--- config.mk ---
export PLATFORM = sky130hd
export DESIGN_NAME = bin2bcd_disp_feed_flat
export DESIGN_NICKNAME = d
export VERILOG_FILES = /design/src/rtl/bin2bcd_disp_feed_if.sv /design/src/rtl/bin2bcd_disp_feed.sv /design/src/flat_wrapper.sv
export SDC_FILE = /design/constraint.sdc
export NUM_CORES = 1
export LEC_CHECK = 0
export BUFFER_PORTS_ARGS = -buffer_cell sky130_fd_sc_hd__buf_2
export CORE_MARGIN = 2
export CORE_UTILIZATION = 56
export CTS_CLUSTER_SIZE = 10
export DETAILED_ROUTE_END_ITERATION = 8
export MAX_ROUTING_LAYER = met4
export PLACE_DENSITY = 0.79
export SYNTH_ARGS = -nofsm -noshare
export SYNTH_HDL_FRONTEND = slang
export SYNTH_SLANG_ARGS = --single-unit
export TNS_END_PERCENT = 20
--- constraint.sdc ---
create_clock -name clk -period 2.3 [get_ports clk]
set_clock_uncertainty 0.05 [all_clocks]
set_input_delay 0.46 -clock clk [delete_from_list [all_inputs] [get_ports clk]]
set_output_delay 0.46 -clock clk [all_outputs]
set_load 0.02 [all_outputs]
--- src/rtl/bin2bcd_disp_feed_if.sv ---
// Bus between a binary source and the bin2bcd_disp_feed converter.
// master = producer side (drives start/bin/dp_in), slave = converter side.
interface bin2bcd_disp_feed_if #(
    parameter int W = 14
);
    logic         start;
    logic [W-1:0] bin;
    logic [3:0]   dp_in;
    logic         ready;
    logic         done_tick;
    logic [3:0]   hex3;
    logic [3:0]   hex2;
    logic [3:0]   hex1;
    logic [3:0]   hex0;
    logic [3:0]   dp_out;
    logic         overflow;

    modport master (
        output start, bin, dp_in,
        input  ready, done_tick, hex3, hex2, hex1, hex0, dp_out, overflow
    );

    modport slave (
        input  start, bin, dp_in,
        output ready, done_tick, hex3, hex2, hex1, hex0, dp_out, overflow
    );
endinterface

--- src/rtl/bin2bcd_disp_feed.sv ---
// Sequential binary-to-BCD converter (shift-and-add-3, one bit per clock)
// feeding a 4-digit scanning 7-segment driver. Digits and dp mask are
// registered and only change on the final conversion edge, so the display
// never sees intermediate values.
// Optional feature macro: BIN2BCD_OVF_DISP_EN
//   defined   : bin > 9999 shows "EEEE", dp_out = 0, overflow = 1
//   undefined : bin > 9999 saturates to 9999, overflow tied to 0
// The interface instance must be built with the same W as this module.
module bin2bcd_disp_feed #(
    parameter int W = 14
) (
    input  logic                 clk,
    input  logic                 reset,
    bin2bcd_disp_feed_if.slave   bus
);

    localparam logic [1:0]  S_IDLE   = 2'd0;
    localparam logic [1:0]  S_OP     = 2'd1;
    localparam logic [1:0]  S_DONE   = 2'd2;
    localparam logic [3:0]  CNT_INIT = 4'(W);
    localparam logic [15:0] MAX_DEC  = 16'd9999;

    logic [1:0]   r_state;
    logic [W-1:0] r_shift;     // binary bits still to be shifted in, MSB first
    logic [15:0]  r_bcd;       // working BCD accumulator, four nibbles
    logic [3:0]   r_count;     // OP edges remaining
    logic [3:0]   r_dp;        // dp mask captured with start
    logic [15:0]  r_digits;    // displayed digits {hex3,hex2,hex1,hex0}
    logic [3:0]   r_dp_out;
`ifdef BIN2BCD_OVF_DISP_EN
    logic         r_ovf_pend;  // range check result captured at the sampling edge
    logic         r_overflow;
`endif

    logic [15:0]  w_bcd_adj;
    logic [15:0]  w_bcd_next;
    logic         w_in_range;
    logic [W-1:0] w_bin_load;
    logic         w_last;

    // Range check is done on the incoming value so latency stays W cycles
    // regardless of the outcome; for W < 14 the value can never exceed 9999.
    assign w_in_range = ({{(16-W){1'b0}}, bus.bin} <= MAX_DEC);

`ifdef BIN2BCD_OVF_DISP_EN
    assign w_bin_load = bus.bin;
`else
    assign w_bin_load = w_in_range ? bus.bin : MAX_DEC[W-1:0];
`endif

    // Add-3 adjust: any nibble >= 5 would exceed 9 after doubling.
    generate
        for (genvar gi = 0; gi < 4; gi++) begin : g_adj
            assign w_bcd_adj[4*gi +: 4] = (r_bcd[4*gi +: 4] >= 4'd5)
                                          ? r_bcd[4*gi +: 4] + 4'd3
                                          : r_bcd[4*gi +: 4];
        end
    endgenerate

    // Shift the adjusted BCD left by one, bringing in the next binary MSB.
    // For inputs <= 9999 the thousands digit never carries out.
    assign w_bcd_next = (w_bcd_adj << 1) | {15'd0, r_shift[W-1]};

    assign w_last = (r_state == S_OP) && (r_count == 4'd1);

    // Control FSM and conversion datapath.
    always_ff @(posedge clk or posedge reset) begin
        if (reset) begin
            r_state <= S_IDLE;
            r_shift <= '0;
            r_bcd   <= '0;
            r_count <= '0;
            r_dp    <= '0;
`ifdef BIN2BCD_OVF_DISP_EN
            r_ovf_pend <= 1'b0;
`endif
        end else begin
            case (r_state)
                S_IDLE: begin
                    if (bus.start) begin
                        r_shift <= w_bin_load;
                        r_dp    <= bus.dp_in;
                        r_bcd   <= '0;
                        r_count <= CNT_INIT;
                        r_state <= S_OP;
`ifdef BIN2BCD_OVF_DISP_EN
                        r_ovf_pend <= !w_in_range;
`endif
                    end
                end
                S_OP: begin
                    r_bcd   <= w_bcd_next;
                    r_shift <= r_shift << 1;
                    r_count <= r_count - 4'd1;
                    if (r_count == 4'd1) begin
                        r_state <= S_DONE;
                    end
                end
                S_DONE: begin
                    r_state <= S_IDLE;
                end
                default: begin
                    r_state <= S_IDLE;
                end
            endcase
        end
    end

    // Output registers: loaded only on the final OP edge, held otherwise.
    always_ff @(posedge clk or posedge reset) begin
        if (reset) begin
            r_digits <= '0;
            r_dp_out <= '0;
`ifdef BIN2BCD_OVF_DISP_EN
            r_overflow <= 1'b0;
`endif
        end else if (w_last) begin
`ifdef BIN2BCD_OVF_DISP_EN
            if (r_ovf_pend) begin
                r_digits   <= 16'hEEEE;
                r_dp_out   <= 4'b0000;
                r_overflow <= 1'b1;
            end else begin
                r_digits   <= w_bcd_next;
                r_dp_out   <= r_dp;
                r_overflow <= 1'b0;
            end
`else
            r_digits <= w_bcd_next;
            r_dp_out <= r_dp;
`endif
        end
    end

    assign bus.ready     = (r_state == S_IDLE);
    assign bus.done_tick = (r_state == S_DONE);
    assign bus.hex3      = r_digits[15:12];
    assign bus.hex2      = r_digits[11:8];
    assign bus.hex1      = r_digits[7:4];
    assign bus.hex0      = r_digits[3:0];
    assign bus.dp_out    = r_dp_out;
`ifdef BIN2BCD_OVF_DISP_EN
    assign bus.overflow  = r_overflow;
`else
    assign bus.overflow  = 1'b0;
`endif

endmodule

--- src/flat_wrapper.sv ---
// flat-port wrapper written by rule: the top's interface ports become plain ports
module bin2bcd_disp_feed_flat 
#(
    parameter int W = 14
)
  (clk, reset, bus_start, bus_bin, bus_dp_in, bus_ready, bus_done_tick, bus_hex3, bus_hex2, bus_hex1, bus_hex0, bus_dp_out, bus_overflow);
  bin2bcd_disp_feed_if #(.W(W)) bus_i ();
  input  logic clk;
  input  logic reset;
  input wire logic [$bits(bus_i.start)-1:0] bus_start;
  input wire logic [$bits(bus_i.bin)-1:0] bus_bin;
  input wire logic [$bits(bus_i.dp_in)-1:0] bus_dp_in;
  output wire logic [$bits(bus_i.ready)-1:0] bus_ready;
  output wire logic [$bits(bus_i.done_tick)-1:0] bus_done_tick;
  output wire logic [$bits(bus_i.hex3)-1:0] bus_hex3;
  output wire logic [$bits(bus_i.hex2)-1:0] bus_hex2;
  output wire logic [$bits(bus_i.hex1)-1:0] bus_hex1;
  output wire logic [$bits(bus_i.hex0)-1:0] bus_hex0;
  output wire logic [$bits(bus_i.dp_out)-1:0] bus_dp_out;
  output wire logic [$bits(bus_i.overflow)-1:0] bus_overflow;
  assign bus_i.start = bus_start;
  assign bus_i.bin = bus_bin;
  assign bus_i.dp_in = bus_dp_in;
  assign bus_ready = bus_i.ready;
  assign bus_done_tick = bus_i.done_tick;
  assign bus_hex3 = bus_i.hex3;
  assign bus_hex2 = bus_i.hex2;
  assign bus_hex1 = bus_i.hex1;
  assign bus_hex0 = bus_i.hex0;
  assign bus_dp_out = bus_i.dp_out;
  assign bus_overflow = bus_i.overflow;
  bin2bcd_disp_feed #(.W(W)) u_core (.clk(clk), .reset(reset), .bus(bus_i));
endmodule
; ---- After elaboration in Yosys (flattened, before gate mapping)
; Index checks and enable logic that the tools add are counted.
[op_classes]
eq_ne = 5
order_cmp = 5
n_bitwise = 1
mux = 14
reduce_logical = 6
n_addsub = 5
[op_table]
columns = op, count
row1 = 16-bit one-hot mux with 2 select lines, 1
row2 = 14-bit two-way mux, 2
row3 = 14-bit one-hot mux with 2 select lines, 1
row4 = "4-bit by 3-bit >= comparator with 1-bit output, second input constant", 4
row5 = 16-bit two-way mux, 1
row6 = 4-bit two-way mux, 4
row7 = 16-bit by 1-bit bitwise OR with 16-bit output, 1
row8 = "14-bit less-or-equal comparator, second input constant", 1
row9 = "4-bit by 2-bit adder with 4-bit output, second input constant", 3
row10 = 4-bit one-hot mux with 2 select lines, 1
row11 = 2-bit AND reduction, 3
row12 = "4-bit by 1-bit == test with 1-bit output, second input constant", 1
row13 = 2-bit two-way mux, 2
row14 = "2-bit != test, second input constant", 2
row15 = 2-bit one-hot mux with 2 select lines, 1
row16 = "4-bit by 1-bit subtractor with 4-bit output, second input constant", 1
row17 = "3-bit by 2-bit adder with 3-bit output, second input constant", 1
row18 = 3-bit two-way mux, 1
row19 = "2-bit by 1-bit == test with 1-bit output, second input constant", 1
row20 = "2-bit == test, second input constant", 1
row21 = 2-bit zero test, 1
row22 = 2-bit nonzero test, 1
row23 = 1-bit logical AND, 1
[word_totals]
in_bits = 21
word_cells = 43
regBits = 60
output_inout_bits = 23

; ---- Depth between registers and ports, before layout
; Gate-level depths: netlist (run 1).
[depth]
ltp_word = 4
mapped_depth = 8
mapped_depth_nobuf = 7

; ---- Least setup slack after synthesis (run 1)
; Ideal clock, no wire load.
[synth_timing]
kind = register to register
startpoint = register u_core.r_count[1]
endpoint = register u_core.r_digits[10]
path_buffers = 1
setup_time_ns = 0.127
synth_period_minus_slack_ns = 1.616
setup_slack_ns = 0.684
stages_incl_launch_ff = 8
arrival_time_ns = 1.438
required_time_ns = 2.123
cell_sequence = dfrtp_1 inv_1 ha_1 nor3b_1 nand2_2 inv_2 buf_6 mux2_1
[synth_via]
elab_chain_cells = 2
[synth_lines]
columns = element, line_no
row1 = from (decl), bin2bcd_disp_feed.sv:26  ; logic [3:0] r_count;
row2 = from (signal assigned), bin2bcd_disp_feed.sv:94  ; r_count <= r_count - 4'd1;
row3 = 4-bit by 1-bit == test with 1-bit output, bin2bcd_disp_feed.sv:64  ; assign w_last = (r_state == S_OP) && (r_count == 4'd1);
row4 = 1-bit logical AND, bin2bcd_disp_feed.sv:64
row5 = to (signal assigned), bin2bcd_disp_feed.sv:129  ; r_digits <= w_bcd_next;
row6 = to (decl), bin2bcd_disp_feed.sv:28  ; logic [15:0] r_digits;
; No other way between the ends.
; A chain may end at the register's enable or synchronous reset.

; ---- Worst setup path in the final report (run 1)
[layout_timing]
startpoint = register u_core.r_count[1]
endpoint = register u_core.r_digits[1]
; The elaborated chain is that of the path after synthesis.

==> results of run 1 <==
-- stage by stage --
stage               worst slack [ns]  util (%)
CTS                           0.4939     68.18
detailed placement            0.5245     64.26
global placement              0.6018     64.26
global route                  0.3563     68.18
floorplan                     0.3053         -
finish                        0.4939     68.18
-- Yosys cell counts (6+ instances only) --
cell     number
nor2_1       17
buf_2        10
nor2b_1       6
dfrtp_1      60
inv_1        11
a21oi_1      15
a22o_1        8
nor3b_1       8
nand2_1      37
mux2_2        8
o21ai_0       9
a22oi_1       7
o22ai_1       9
ha_1         10
-- final cells by class --
type                    count  area share (%)
well taps                  67           2.569
clock buffers              12           5.061
flip-flops and latches     60           46.01
inverters                  12           1.380
clock inverters             4          0.6902
repair buffers             48           8.206
multi-input cells         181           36.08
-- per-layer routing --
metal	up-vias	global-route usage [%]	wire length (um)
li1	1031	-	-
met5	-	-	0
met3	12	4.953	195
met1	1042	29.55	2561
met2	55	37.52	2843
met4	0	11.51	122
-- state kept, by name, summed over array words and instances (netlist names) --
signal / count
u_core.r_shift: 14
u_core.r_dp: 4
u_core.r_digits: 16
u_core.r_bcd: 16
u_core.r_count: 4
u_core.r_state: 2
u_core.bus.dp_out: 4
-- kinds of logic after synthesis --
kind of cell               count (synthesis)
adders and majority gates                 10
buffers and inverters                     26
AOI/OAI and AO/OA                         68
other                                      1
xor gates and xnor gates                   4
muxes                                     16
and+or+nand+nor                           82
DFF                                       60
-- worst register-to-register path: cells and delay by family (launching register included) --
kind	cells	cell delay, ns
simple gates	2	0.41
flops	1	0.40
mux	1	0.37
buf+inv	2	0.32
fa+ha+maj	1	0.13
-- power groups by stage --
stage / Combinational (mW) / Sequential (mW) / Clock (mW)
floorplan: 1.25 / 1.97 / 0
global placement: 1.76 / 1.86 / 0
detailed placement: 1.85 / 1.88 / 0
CTS: 1.87 / 1.87 / 0.895
global route: 2.07 / 1.94 / 0.953
finish: 1.84 / 1.87 / 0.891
-- worst paths after layout --
check | end | slack [ns]
hold reg to reg | u_core.bus.dp_out[2] | 0.42
setup / recovery | u_core.r_digits[1] | 0.49
max in group asynchronous | u_core.r_shift[0] | 1.82
min in group clk | u_core.r_shift[6] | 0.28
hold / removal | u_core.bus.dp_out[2] | 0.11
setup reg to reg | u_core.r_digits[1] | 0.49
==> impl_results.md, run 1 <==
* Outcome: finished clean
* Crit path from: u_core.r_count[1]
* Top delay family on crit path: simple AND/OR/NAND/NOR gates
* Static Leakage at 1.598 nW
* Net switching power at about 1.8 mW
* Synth Area in Simple Gates at between 10 and 15%
* Proportion of layout cells with a drive suffix above 1 at about a quarter
* WP data required at roughly 2.5 ns
* Largest area contributor in the netlist: dfrtp_1
* Crit-path slowest cell: dfrtp_1
* Gr usage total at a little under a quarter
* Worst-Margin Slew at a little under 0.6 ns
* CTS hold repair buffers at 0
* Mux share of post-synthesis cell area at slightly above 6%
* Commonest non-fill, non-tap cells in the layout: 60 x dfrtp_1, 42 x buf_2, 37 x nand2_1
* Syn_area_per_cell at 10.53 sq um
* Final hold vios at 0
* Die W at 74.86 um
* Sw Share at 39.26%
* R2R Path Start: u_core.r_count[1]
* Crit path max fanout at 14
* Std-Cell Rows at 25
* Finished Layout Cells at 384
* Top-Level Pins at between 40 and 50
* Final HPWL DP at about 3900 um
* Max Cap Viol at 0
* First-pass GRT wire length at 9584 um
* Wire per inst at ~15 um
* Hold crit path type: in2async
* Synth Area in Compound Gates at 15.89%
* Antenna viol nets, final at 0
* FF/Latch Area at between 1500 and 2000 sq um
* Largest net degree at the start of global routing at about 60
* Vias at 2140
* PostCTS Resize Cnt at 0
* Max-Slew Margin vs Limit at about 60%
* Synth Area in Adders at 4.450%
* Worst-Skew Late Latency at about 0.34 ns
* Antenna violations before repair at 0
* Clock sink count at 60
* Vias/cell at between 5 and 6
* Clock-pin transition on the worst setup and hold timing paths at ~0.07 ns
* Clk root buf: clkbuf_8
* EDFF count, synth at 0
* Mapped Area at around 2800 sq um
* CP cell instances: inv_1 -> ha_1 -> nor3b_1 -> nand2_2 -> inv_2 -> mux2_2
* CP Launch Type: flip-flop
* Worst path bufs/invs at 2
* Sequential area share after synthesis at a little over half
* Initial Utilization at 58.75%
* Cts bufs inserted at 9
* RePlAce Congestion at about 0.83
* # nets final at about 340
* Post-CTS Setup Repair Bufs at 0
* Primary FF master, synth: dfrtp_1
* Unrepaired setup endpoints after global routing: false
* CTS Buffer Depth at 2
* Sequential power share at 40.6%
* Vias in the first global route at approximately 2100
* Final period utilization at between 70% and 80%
* Area Overhead vs Synth at 16.07%
* First DRT Iteration DRCs at about 120
* Gate power share at between 40% and 50%
* P per Cell Area at between 1000 and 1500 nW/um^2
* CP max stage delay at around 0.40 ns
* Yosys cell types at 38
* Fillers at ~370
* Core area at between 4000 and 5000 sq um
* Crit end category: flip-flop
* Slew Viols, Final at 0
* Pre-antenna DRT Iters at 4
* XOR/XNOR Fraction of Synth Area at 1.246%
* Die area at around 5600 sq um
* DRT Wirelength at 5723 um
* Chip height at around 75 um
* Post-synth top area share at between 50 and 60%
* Worst Reg-to-Reg Cells at 6
* Int Pwr at between 2 and 3 mW
* Yosys reg bits at 60
* Global route overflow at 0
* Worst endpoint data arrival time at 1.97 ns
* CTS tree: done
* Synth top area cells: dfrtp_1 53%, nand2_1 4.9%, ha_1 4.5%
* Clock power share at between 10% and 20%
* Hold WS at between 0.1 and 0.15 ns
* Antenna diodes at 0
* Crit path time final at 1.806 ns
* Critical setup path kind: reg2reg
* Most common cell after layout, fill and taps aside: dfrtp_1
* H-tree Lvls at 3
* VDD IR max at 821.7 uV
* Quantity of I/O buffers inserted on ports at 42
* Placed instance count at about 370
* Total Neg Setup Slack at 0 ns
* Asr flop ratio synth at 100.0%
* Drc violations at 0
* Overall power at ~4.6 mW
* Final setup vio count at 0
* Stages on the worst setup path at 6
* Post-synthesis instance total at between 200 and 300
* Syn_nets at a little under 300
* Peak Freq at between 500 and 600 MHz
* Dpl cell area at 3075 sq um
* Footprint of the multi-input gates at roughly 1200 sq um
* Syn. warnings at 0
* Main combinational cell family by area after synthesis: compound AO/OA/AOI/OAI gates
* Post-route cell area at 3263 sq um
Note: power is estimated with default switching activity, not from simulation.
==> run 2, diff against run 1 <==
clock period = 1.85 ns   (was 2.3 ns; I/O delays follow)
==> run 2 against run 1 <==
Effect of this change: sequential power grew 25%; die area unchanged; critical path type unchanged; clock-buffer cell count down 1; total power rose by 26%.
==> impl_results.md, run 2 (same netlist as run 1, synthesis figures left out) <==
* CP Launch Type: flip-flop
* CTS tree: done
* Crit path time final at 1.721 ns (-0.08531 ns)
* Crit end category: flip-flop
* Critical setup path kind: reg2reg
* Vias at 2140 (unchanged)
* Post-CTS Setup Repair Bufs at 0 (unchanged)
* RePlAce Congestion at 0.8071 (-3.0%)
* Peak Freq at 581.1 MHz (+5.0%)
* First-pass GRT wire length at 9535 um (-0.51%)
* Final setup vio count at 0 (unchanged)
* Max-Slew Margin vs Limit at 59.29% (-0.96 points)
* Final HPWL DP at 3963 um (+1.5%)
* H-tree Lvls at 3 (unchanged)
* Static Leakage at 1.614 nW (+0.99%)
* Worst endpoint data arrival time at 1.89 ns (-0.08 ns)
* Total Neg Setup Slack at 0 ns (unchanged)
* Vias/cell at 5.544 (-0.52%)
* Clk root buf: clkbuf_8
* Vias in the first global route at 2087 (+0.19%)
* Util after Layout at 69.02% (+0.84 points)
* Initial Utilization at 58.75% (unchanged)
* Antenna diodes at 0 (unchanged)
* Commonest non-fill, non-tap cells in the layout: 60 x dfrtp_1, 42 x buf_2, 37 x nand2_1
* Final hold vios at 0 (unchanged)
* VDD IR max at 999.2 uV (+22%)
* Proportion of layout cells with a drive suffix above 1 at 24.45% (+0.48 points)
* Wire per inst at 14.76 um (-0.97%)
* Cts bufs inserted at 9 (unchanged)
* Quantity of I/O buffers inserted on ports at 42 (unchanged)
* Worst-Margin Slew at 0.6107 ns (+0.01447 ns)
* Slew Viols, Final at 0 (unchanged)
* Most common cell after layout, fill and taps aside: dfrtp_1
* Pre-antenna DRT Iters at 4 (unchanged)
* Die W at 74.86 um (unchanged)
* Chip height at 74.86 um (unchanged)
* Largest net degree at the start of global routing at 45 (-26%)
* Outcome: finished clean
* Hold crit path type: in2reg
* Final period utilization at 93.02% (+14 points)
* Gr usage total at 23.99% (+0.11 points)
* Crit path max fanout at 5 (-9)
* Area Overhead vs Synth at 17.49%
* Hold WS at 0.1837 ns (+0.07377 ns)
* First DRT Iteration DRCs at 145 (+17%)
* Clock sink count at 60 (unchanged)
* DRT Wirelength at 5697 um (-0.45%)
* Core area at 4786 sq um (unchanged)
* Regs by FF count: u_core.r_bcd (16), u_core.r_digits (16), u_core.r_shift (14)
* Drc violations at 0 (unchanged)
* Max Cap Viol at 0 (unchanged)
* Final worst slack at 0.1292 ns (-0.3647 ns)
* CTS Buffer Depth at 2 (unchanged)
* # nets final at 345 (+0.58%)
* Std-Cell Rows at 25 (unchanged)
* Antenna violations before repair at 0 (unchanged)
* Global route overflow at 0 (unchanged)
* P per Cell Area at 1761 nW/um^2 (+25%)
* Overall power at 5.817 mW (+26%)
* Worst-Skew Late Latency at 0.34 ns (about the same)
* Place WS at 0.09161 ns (-0.4329 ns)
* Unrepaired setup endpoints after global routing: false
* Die area at 5603 sq um (unchanged)
* Clock-pin transition on the worst setup and hold timing paths at 0.07 ns (about the same)
* Antenna viol nets, final at 0 (unchanged)
* WP data required at 2.02 ns (-0.44 ns)
* Top-Level Pins at 44 (unchanged)
[run 2: cell count changes in the layout (fill, tap and decap cells not counted), sizes merged]
cell	previous run	this run
bufinv	0	1
buf	48	49
dlygate4sd3	0	1
inv	12	10
clkbuf	12	11
clkinv	3	5
[run 2: through the flow]
stage | area (sq um) | instances
global route | 3303 | 386
detailed placement | 3087 | 369
CTS | 3298 | 386
floorplan | 2815 | 267
global placement | 3087 | 369
finish | 3303 | 386
[run 2: critical path, stage by stage (launching register included)]
cell      delay, ns
dfrtp_1        0.42
inv_1          0.11
ha_1           0.24
nand2b_1       0.09
a21oi_1        0.27
mux2i_1        0.15
mux2_2         0.28
[run 2: what timing repair did]
| action | CTS | global route |
|---|---|---|
| setup endpoints to repair | 0 | 8 |
| hold buffers | 1 | 0 |
| resized for setup | 0 | 2 |
| endpoints found under the hold margin | 16 | 0 |
[run 2: path summary, 6_finish.rpt]
| path | start | endpoint | slack, ns | cells after the start |
|---|---|---|---|---|
| worst min-delay path | bus_bin[7] | u_core.r_shift[7] | 0.18 | 3 |
| worst max-delay path | u_core.r_bcd[0] | u_core.r_digits[2] | 0.13 | 6 |
| max in group asynchronous | reset | u_core.r_count[1] | 0.70 | 4 |
| min in group asynchronous | reset | u_core.r_bcd[13] | 0.52 | 3 |
| worst max register to register | u_core.r_bcd[0] | u_core.r_digits[2] | 0.13 | 6 |
| worst min register to register | u_core.bus.dp_out[0] | u_core.bus.dp_out[0] | 0.42 | 2 |
[run 2: report_power, final]
group	switching (mW)	internal, mW
registers	0.436	1.89
clock network	0.498	0.685
logic	1.30	1.01
total	2.24	3.58
[run 2: final cells by class]
class | count | area [sq um]
Inverter | 12 | 50.05
Clock inverter | 5 | 50.05
Sequential cell | 60 | 1501
Clock buffer | 11 | 151.4
Timing Repair Buffer | 50 | 285.3
Tap cell | 67 | 83.83
Fill cell | 384 | 1483
Multi-Input combinational cell | 181 | 1181
[run 2: per-layer routing]
metal  global-route usage (%)  vias up  wire length [um]
met2                    37.13       52              2796
met5                        -        -                 0
met4                    11.51        0               106
met3                    5.221       12               232
li1                         -     1034                 -
met1                    30.05     1042              2560
